==> config.mk <==
export PLATFORM = sky130hd
export DESIGN_NAME = tone_sequencer
export DESIGN_NICKNAME = d
export VERILOG_FILES = /design/src/rtl/tone_sequencer.sv
export SDC_FILE = /design/constraint.sdc
export NUM_CORES = 1
export LEC_CHECK = 0
export CAP_MARGIN = 40
export CORE_ASPECT_RATIO = 0.6
export CORE_UTILIZATION = 50
export CTS_CLUSTER_DIAMETER = 60
export DETAILED_ROUTE_END_ITERATION = 8
export GPL_TIMING_DRIVEN = 0
export PLACE_DENSITY = 0.68
export SETUP_SLACK_MARGIN = 0.02
export SLEW_MARGIN = 40
export SYNTH_ARGS = -nofsm -noshare
export SYNTH_HDL_FRONTEND = slang
export SYNTH_SLANG_ARGS = --single-unit
==> constraint.sdc <==
create_clock -name clk -period 4.2 [get_ports clk]
set_input_delay 0.84 -clock clk [delete_from_list [all_inputs] [get_ports clk]]
set_output_delay 0.84 -clock clk [all_outputs]
set_load 0.02 [all_outputs]
==> src/rtl/tone_sequencer.sv <==
// Note-by-note square-wave buzzer sequencer: accepts (note, octave, duration) requests,
// plays the tone for the requested milliseconds, then inserts a short silent gap.
module tone_sequencer #(
    parameter int CNT_W        = 32,
    parameter int DUR_W        = 16,
    parameter int MS_TICKS     = 100000,
    parameter int PERIOD_SHIFT = 0,
    parameter int GAP_MS       = 10
) (
    input  logic             clk,
    input  logic             rst,
    input  logic             note_valid,
    output logic             note_ready,
    input  logic [3:0]       note,
    input  logic [1:0]       octave,
    input  logic [DUR_W-1:0] duration,
    output logic             speaker,
    output logic             busy,
    output logic             note_done
);

    localparam logic [1:0] S_IDLE = 2'd0;
    localparam logic [1:0] S_PLAY = 2'd1;
    localparam logic [1:0] S_GAP  = 2'd2;

    localparam logic [CNT_W-1:0] TICK_LAST = CNT_W'(MS_TICKS - 1);
    localparam logic [DUR_W-1:0] GAP_LIM   = DUR_W'(GAP_MS);

    // Base half-periods in clk cycles at 100 MHz for do..si; anything else is silent.
    function automatic logic [CNT_W-1:0] half_period(input logic [3:0] n, input logic [1:0] oct);
        logic [CNT_W-1:0] base;
        base = '0;
        case (n)
            4'd1:    base = CNT_W'(381680);
            4'd2:    base = CNT_W'(340136);
            4'd3:    base = CNT_W'(303030);
            4'd4:    base = CNT_W'(285714);
            4'd5:    base = CNT_W'(255102);
            4'd6:    base = CNT_W'(227273);
            4'd7:    base = CNT_W'(202429);
            default: base = '0;
        endcase
        base = base >> PERIOD_SHIFT;
        case (oct)
            2'b01:   base = base << 1;
            2'b10:   base = base >> 1;
            default: base = base;
        endcase
        return base;
    endfunction

    logic [1:0]       state;
    logic [CNT_W-1:0] tick_cnt;
    logic [CNT_W-1:0] hp_cnt;
    logic [DUR_W-1:0] ms_cnt;
    logic [3:0]       note_lat;
    logic [1:0]       oct_lat;
    logic [DUR_W-1:0] dur_lat;

    logic             accept;
    logic             tick_wrap;
    logic [DUR_W-1:0] ms_limit;
    logic             ms_done;
    logic [CNT_W-1:0] hp;
    logic             tone;

    assign note_ready = (state == S_IDLE) && !rst;
    assign busy       = (state != S_IDLE);
    assign accept     = note_valid && note_ready;

    assign tick_wrap = (tick_cnt == TICK_LAST);
    assign ms_limit  = (state == S_PLAY) ? dur_lat : GAP_LIM;
    assign ms_done   = tick_wrap && ((ms_cnt + DUR_W'(1)) == ms_limit);

    // Pitch is derived from the latched fields so input changes mid-note cannot affect it.
    assign hp   = half_period(note_lat, oct_lat);
    assign tone = (note_lat >= 4'd1) && (note_lat <= 4'd7);

    always_ff @(posedge clk) begin
        if (rst) begin
            state     <= S_IDLE;
            tick_cnt  <= '0;
            hp_cnt    <= '0;
            ms_cnt    <= '0;
            speaker   <= 1'b0;
            note_done <= 1'b0;
            note_lat  <= '0;
            oct_lat   <= '0;
            dur_lat   <= '0;
        end else begin
            note_done <= 1'b0;
            case (state)
                S_IDLE: begin
                    tick_cnt <= '0;
                    hp_cnt   <= '0;
                    ms_cnt   <= '0;
                    speaker  <= 1'b0;
                    if (accept) begin
                        note_lat <= note;
                        oct_lat  <= octave;
                        dur_lat  <= duration;
                        if (duration != '0) begin
                            state <= S_PLAY;
                        end else if (GAP_MS > 0) begin
                            state <= S_GAP;
                        end else begin
                            // Zero-length note with no gap completes immediately.
                            note_done <= 1'b1;
                        end
                    end
                end

                S_PLAY: begin
                    if (ms_done) begin
                        tick_cnt <= '0;
                        ms_cnt   <= '0;
                        hp_cnt   <= '0;
                        speaker  <= 1'b0;
                        if (GAP_MS > 0) begin
                            state <= S_GAP;
                        end else begin
                            state     <= S_IDLE;
                            note_done <= 1'b1;
                        end
                    end else begin
                        if (tick_wrap) begin
                            tick_cnt <= '0;
                            ms_cnt   <= ms_cnt + DUR_W'(1);
                        end else begin
                            tick_cnt <= tick_cnt + CNT_W'(1);
                        end

                        if (!tone) begin
                            hp_cnt  <= '0;
                            speaker <= 1'b0;
                        end else if (hp <= CNT_W'(1)) begin
                            hp_cnt  <= '0;
                            speaker <= ~speaker;
                        end else if (hp_cnt == hp - CNT_W'(1)) begin
                            hp_cnt  <= '0;
                            speaker <= ~speaker;
                        end else begin
                            hp_cnt <= hp_cnt + CNT_W'(1);
                        end
                    end
                end

                S_GAP: begin
                    hp_cnt  <= '0;
                    speaker <= 1'b0;
                    if (ms_done) begin
                        tick_cnt  <= '0;
                        ms_cnt    <= '0;
                        state     <= S_IDLE;
                        note_done <= 1'b1;
                    end else if (tick_wrap) begin
                        tick_cnt <= '0;
                        ms_cnt   <= ms_cnt + DUR_W'(1);
                    end else begin
                        tick_cnt <= tick_cnt + CNT_W'(1);
                    end
                end

                default: begin
                    state    <= S_IDLE;
                    tick_cnt <= '0;
                    hp_cnt   <= '0;
                    ms_cnt   <= '0;
                    speaker  <= 1'b0;
                end
            endcase
        end
    end

endmodule

## Word-level counts from Yosys, hierarchy flattened

Index checks and enable logic that the tools add are counted.

- Input bits: 25
- Logic and storage cells: 66
- Output and inout port bits: 4
- Flip-flop bits (word level): 106

- Equal/unequal tests: 17
- Bitwise operators: 5
- Add/sub/neg operators: 4
- Magnitude comparators: 3
- Muxes and demuxes: 11
- Reductions and logical operators: 17

Operators by type and width:

| kind | count |
|---|---|
| $pmux W19 S7 | 1 |
| $add A32 B1 Y32 const B | 2 |
| $pmux W32 S2 | 1 |
| $eq A32 B17 Y1 const B | 1 |
| $eq A32 B32 Y1 | 1 |
| $le A32 B1 Y1 const B | 1 |
| $sub A32 B1 Y32 const B | 1 |
| $add A16 B1 Y16 const B | 1 |
| $eq A16 B16 Y1 | 1 |
| $eq A4 B3 Y1 const B | 4 |
| $mux W16 | 1 |
| $reduce_bool A16 Y1 | 1 |
| $eq A4 B2 Y1 const B | 2 |
| $mux W2 | 4 |
| $reduce_or A4 Y1 | 2 |
| $ne A2 B2 Y1 const B | 3 |
| $pmux W2 S3 | 1 |
| $reduce_or A6 Y1 | 1 |
| $not A1 Y1 | 5 |
| $eq A2 B1 Y1 const B | 2 |
| $eq A2 B2 Y1 const B | 2 |
| $eq A4 B1 Y1 const B | 1 |
| $ge A4 B1 Y1 const B | 1 |
| $le A4 B3 Y1 const B | 1 |
| other kinds (9) | 16 |

## Logic depth before layout (Yosys ltp)

- Depth after elaboration: 7
- Mapped depth: 16
- Gate-level depth less buffers: 14

## Worst setup path before layout

Ideal clock, no wire load.

- Kind: reg2reg
- Start point: register oct_lat[0]
- End point: register hp_cnt[10]
- Period minus slack after synthesis: 3.419 ns
- Arrival: 3.299 ns
- Data required time: 4.079 ns
- Setup time: 0.121 ns
- Buffers on the path: 2
- Stages on the path, launching flop included: 14
- Setup slack: 0.781 ns
- Cell sequence: dfxtp_1 > inv_1 > ha_1 > buf_2 > or2_2 > a211oi_1 > o32ai_1 > xor2_1 > or4_1 > a221oi_1 > o2111ai_1 > o31ai_2 > buf_2 > nor3_1

- Longest elaborated chain between the ends: 5
- Elaborated cells between the ends (all ways): 7
- Classes of those cells: add/sub (1); order compare (1); eq/ne (3); mux (1); reduce/logical (1)

Ends and longest elaborated chain:

| item | line | RTL |
|---|---|---|
| start, declared | 57 | `logic [1:0] oct_lat;` |
| start signal, assigned | 100 | `oct_lat <= octave;` |
| $eq A2 B2 Y1 or $eq A2 B1 Y1 (tied branches) | 44 | `case (oct)` |
| $pmux W32 S2 * | 44 |  |
| $sub A32 B1 Y32 | 139 | `end else if (hp_cnt == hp - CNT_W'(1)) begin` |
| $eq A32 B32 Y1 | 139 |  |
| $reduce_or A6 Y1 (no source line) * | -- |  |
| end signal, assigned | 143 | `hp_cnt <= hp_cnt + CNT_W'(1);` |
| end, declared | 54 | `logic [CNT_W-1:0] hp_cnt;` |

Every way passes the cells marked *; elsewhere a longest branch is shown, timed or not.
A chain may end at the register's enable or synchronous reset.

## Final worst setup path

- Start point: register note_lat[0]
- End point: register hp_cnt[15]

- Longest elaborated chain between the ends: 6
- Elaborated cells between the ends (all ways): 17
- Classes of those cells: add/sub (1); order compare (3); eq/ne (8); mux (2); bitwise (1); reduce/logical (2)

Ends and longest elaborated chain:

| item | line | RTL |
|---|---|---|
| start, declared | 56 | `logic [3:0] note_lat;` |
| start signal, assigned | 99 | `note_lat <= note;` |
| $eq A4 B3 Y1, or another cell as far along | 33 | `case (n)` |
| $pmux W19 S7 | 33 |  |
| $pmux W32 S2 | 44 |  |
| $sub A32 B1 Y32 | 139 |  |
| $eq A32 B32 Y1 | 139 |  |
| $reduce_or A6 Y1 (no source line) * | -- |  |

Marks and branches as above.

==> metrics.txt <==
outcome complete, no violations; CP peak stage delay approximately 0.5 ns; cells along the critical path clkbuf_1 > buf_2 > clkbuf_1 > a211oi_1 > a211oi_1 > xor2_1 > nor4_1 > and4_1 > o2111ai_1 > o31ai_4 > buf_4 > clkbuf_4 > nor3_1; Total GRT Usage 0.281; CTS tree done; Leak Pwr 2.50 nW; GPL Wtd Cong 1.01; final hold vios 0; Worst Hold End dur_lat[8]$_SDFFE_PP0P_; synthesized instance count 856; H-tree depth 3; DRT iter0 DRCs 666; die area 13600 µm²; worst reg2reg endpoint hp_cnt[15]$_SDFF_PP0_; EDFF count, synth 0; Synth cell types 64; drt pass-1 iters 5; Routed WL per cell 17.1 µm; first-pass GRT wire length 30.0 mm; number of global-route vias before repair 5724; WHS Path Cells 2; RSZ-0062 raised after global routing no; Hold Path Class register to register; period utilisation layout 0.988; relative slew slack 0.448; combined area of the multi-input logic cells roughly 4200 µm²; Crit-path slowest cell nor4_1; Post-synth ARST share 0; pin count of the biggest net entering global routing 18; Synth warnings 0; clock root buffer clkbuf_16; Worst-Skew Late Latency 0.34 ns; syn nets 891; Max-cap violations 0; worst reg2reg setup slack 0.05 ns; clk sinks approximately 110; DRC viols 0; WL final roughly 18 mm; layout cells sized above 1 0.0676; Layout Skew slightly above 0.009 ns; std cell rows 32; final net count 932; detailed-route via count 6381; hold buffers post-CTS 0; core box area approximately 13000 µm²; Starting Density 0.512; Final WS setup 0.0490 ns; Reg2Reg Depth 13; Setup crit start kind register; CP top delay family buffers and inverters; n_diodes 0; commonest non-fill, non-tap cells in the layout nand2_1 (113), dfxtp_1 (106), nor2_1 (80), xor2_1 (62), nand3_1 (57); number of fillers in the final layout between 1k and 1.5k; worst slew pin tran 0.807 ns; VDD IR max about 210 µV; initial antenna violation count 0; number of vias per cell between 5 and 6; CP max FO 10; post-synth design cell area 6590 µm²; Tmin final 4.15 ns; Overflow after GRT 0; commonest non-fill, non-tap cell in the layout nand2_1; antenna-violating nets left 0; pre-CTS worst setup slack -0.0934 ns; endpoints failing setup 0; Die Width 150 µm; Final Max Tran Viols 0; Arrival @ worst endpoint ~4.4 ns; die span in y 90.9 µm; Crit path required time 4.43 ns; Max Freq about 0.24 GHz; clk slew on worst S/H paths 0.08 ns; PnR Total Power 3.27 mW; Synth Flop Type dfxtp_1; flip-flop and latch area roughly 2100 µm²; area grow syn2layout 12.6%; Max clock buf depth 2; synthesized flop and latch total roughly 110; pwr/cell area 440 nW/µm²; worst setup path class register to register; Hold Crit Start dur_lat[8]$_SDFFE_PP0P_; worst r2r src note_lat[0]$_SDFFE_PP0P_; endpoint class of the critical path register; I/O pin cnt 29; CTS buffer count 9; Buf/Inv on CP 5; mean cell area of the mapped netlist 7.69 µm²; Fin Setup TNS 0 ns; Seq/Total Area, Yosys 0.322; DP Wirelength 14.1 mm; Port Buf Inserts 28
==> state kept, by name, indices dropped and copies added (netlist names) <==
signal and cells:
tick_cnt 32, dur_lat 16, speaker 1, hp_cnt 32, ms_cnt 16, note_done 1, oct_lat 2, note_lat 4
state 2
==> where the power goes <==
part	total (mW)	internal [mW]	switching, mW
combinational	1.35	0.483	0.865
clock	0.799	0.407	0.392
sequential	1.12	1.06	0.0539
==> stage by stage <==
stage / util / cells / area [µm²] / hold WS [ns]
detailed placement: 0.551 / 1054 / 7080 / 0.452
CTS: 0.573 / 1070 / 7360 / 0.465
floorplan: - / 856 / 6590 / 0.430
global route: 0.577 / 1072 / 7410 / 0.493
global placement: 0.551 / 1054 / 7080 / 0.440
finish: 0.577 / 1072 / 7410 / 0.462
==> worst max path at each step <==
stage / from / end / depth (start not counted) / slack [ns]
after global routing: note_lat[0]$_SDFFE_PP0P_ / hp_cnt[15]$_SDFF_PP0_ / 13 / 0.02
after CTS: oct_lat[0]$_SDFFE_PP0P_ / hp_cnt[15]$_SDFF_PP0_ / 13 / 0.02
after detailed placement: oct_lat[0]$_SDFFE_PP0P_ / hp_cnt[15]$_SDFF_PP0_ / 13 / -0.09
final: note_lat[0]$_SDFFE_PP0P_ / hp_cnt[15]$_SDFF_PP0_ / 13 / 0.05
after global placement: oct_lat[0]$_SDFFE_PP0P_ / hp_cnt[4]$_SDFF_PP0_ / 13 / -0.06
after floorplan: oct_lat[0]$_SDFFE_PP0P_ / hp_cnt[10]$_SDFF_PP0_ / 13 / 0.78
==> worst min-delay path, delay by kind of cell (launching register included) <==
family	cells	cell delay, ns
AND/OR/NAND/NOR	2	0.10
flip-flops	1	0.32
==> logic make-up after synthesis <==
family	Yosys count	share of synthesized area
AND/OR/NAND/NOR	428	0.326
multiplexers	6	0.00912
AO/OA/AOI/OAI	124	0.129
buffers and inverters	71	0.0450
XOR/XNOR	111	0.150
adder cells (fa/ha/maj)	10	0.0190
flip-flops	106	0.322
==> synthesized netlist by cell type (3+ instances only) <==
master	number	area (µm²)
a211oi_1	13	97.6
a21oi_1	18	90.1
a22o_1	3	26.3
a31oi_1	6	37.5
a41oi_1	3	26.3
and2_1	8	50.1
and3_1	18	113
and4_1	4	35.0
buf_1	5	18.8
buf_2	19	95.1
clkbuf_1	21	78.8
dfxtp_1	106	2120
ha_1	10	125
inv_1	22	82.6
mux2i_1	6	60.1
nand2_1	113	424
nand2b_1	5	31.3
nand3_1	57	285
nand3b_1	5	37.5
nand4_1	23	144
nor2_1	80	300
nor2b_1	12	75.1
nor3_1	46	230
nor3b_1	7	52.6
nor4_1	23	144
nor4b_1	5	43.8
nor4bb_1	3	30.0
o21a_1	6	45.0
o21ai_0	31	155
o22ai_1	6	37.5
o31ai_1	8	60.1
o32ai_1	3	26.3
or2_2	8	50.1
or3_1	3	18.8
xnor2_1	48	420
xor2_1	62	543
==> layout make-up <==
type / instances / share of cell area
tap: 170 / 0.0287
clock buffer: 11 / 0.0314
timing repair buffer: 30 / 0.0398
clock inverter: 5 / 0.00506
inverter: 23 / 0.0116
buffer: 48 / 0.0294
sequential: 106 / 0.286
multi-input combinational: 679 / 0.568
==> repair_timing <==
| action | 4_1_cts | 5_1_grt |
|---|---|---|
| pin swaps | 0 | 1 |
| resized for setup | 2 | 11 |
| hold endpoints to repair | 0 | 0 |
| setup endpoints to repair | 30 | 33 |
| buffers inserted | 0 | 2 |
==> layer usage <==
metal | track usage | up-vias | part of all wire
met3 | 0.0621 | 10 | 0.095
met4 | 0.0471 | 0 | 0.0050
met1 | 0.467 | 2993 | 0.54
met5 | 0 | - | 0
met2 | 0.352 | 275 | 0.36
li1 | - | 3103 | -
Note: power is estimated with default switching activity, not from simulation.
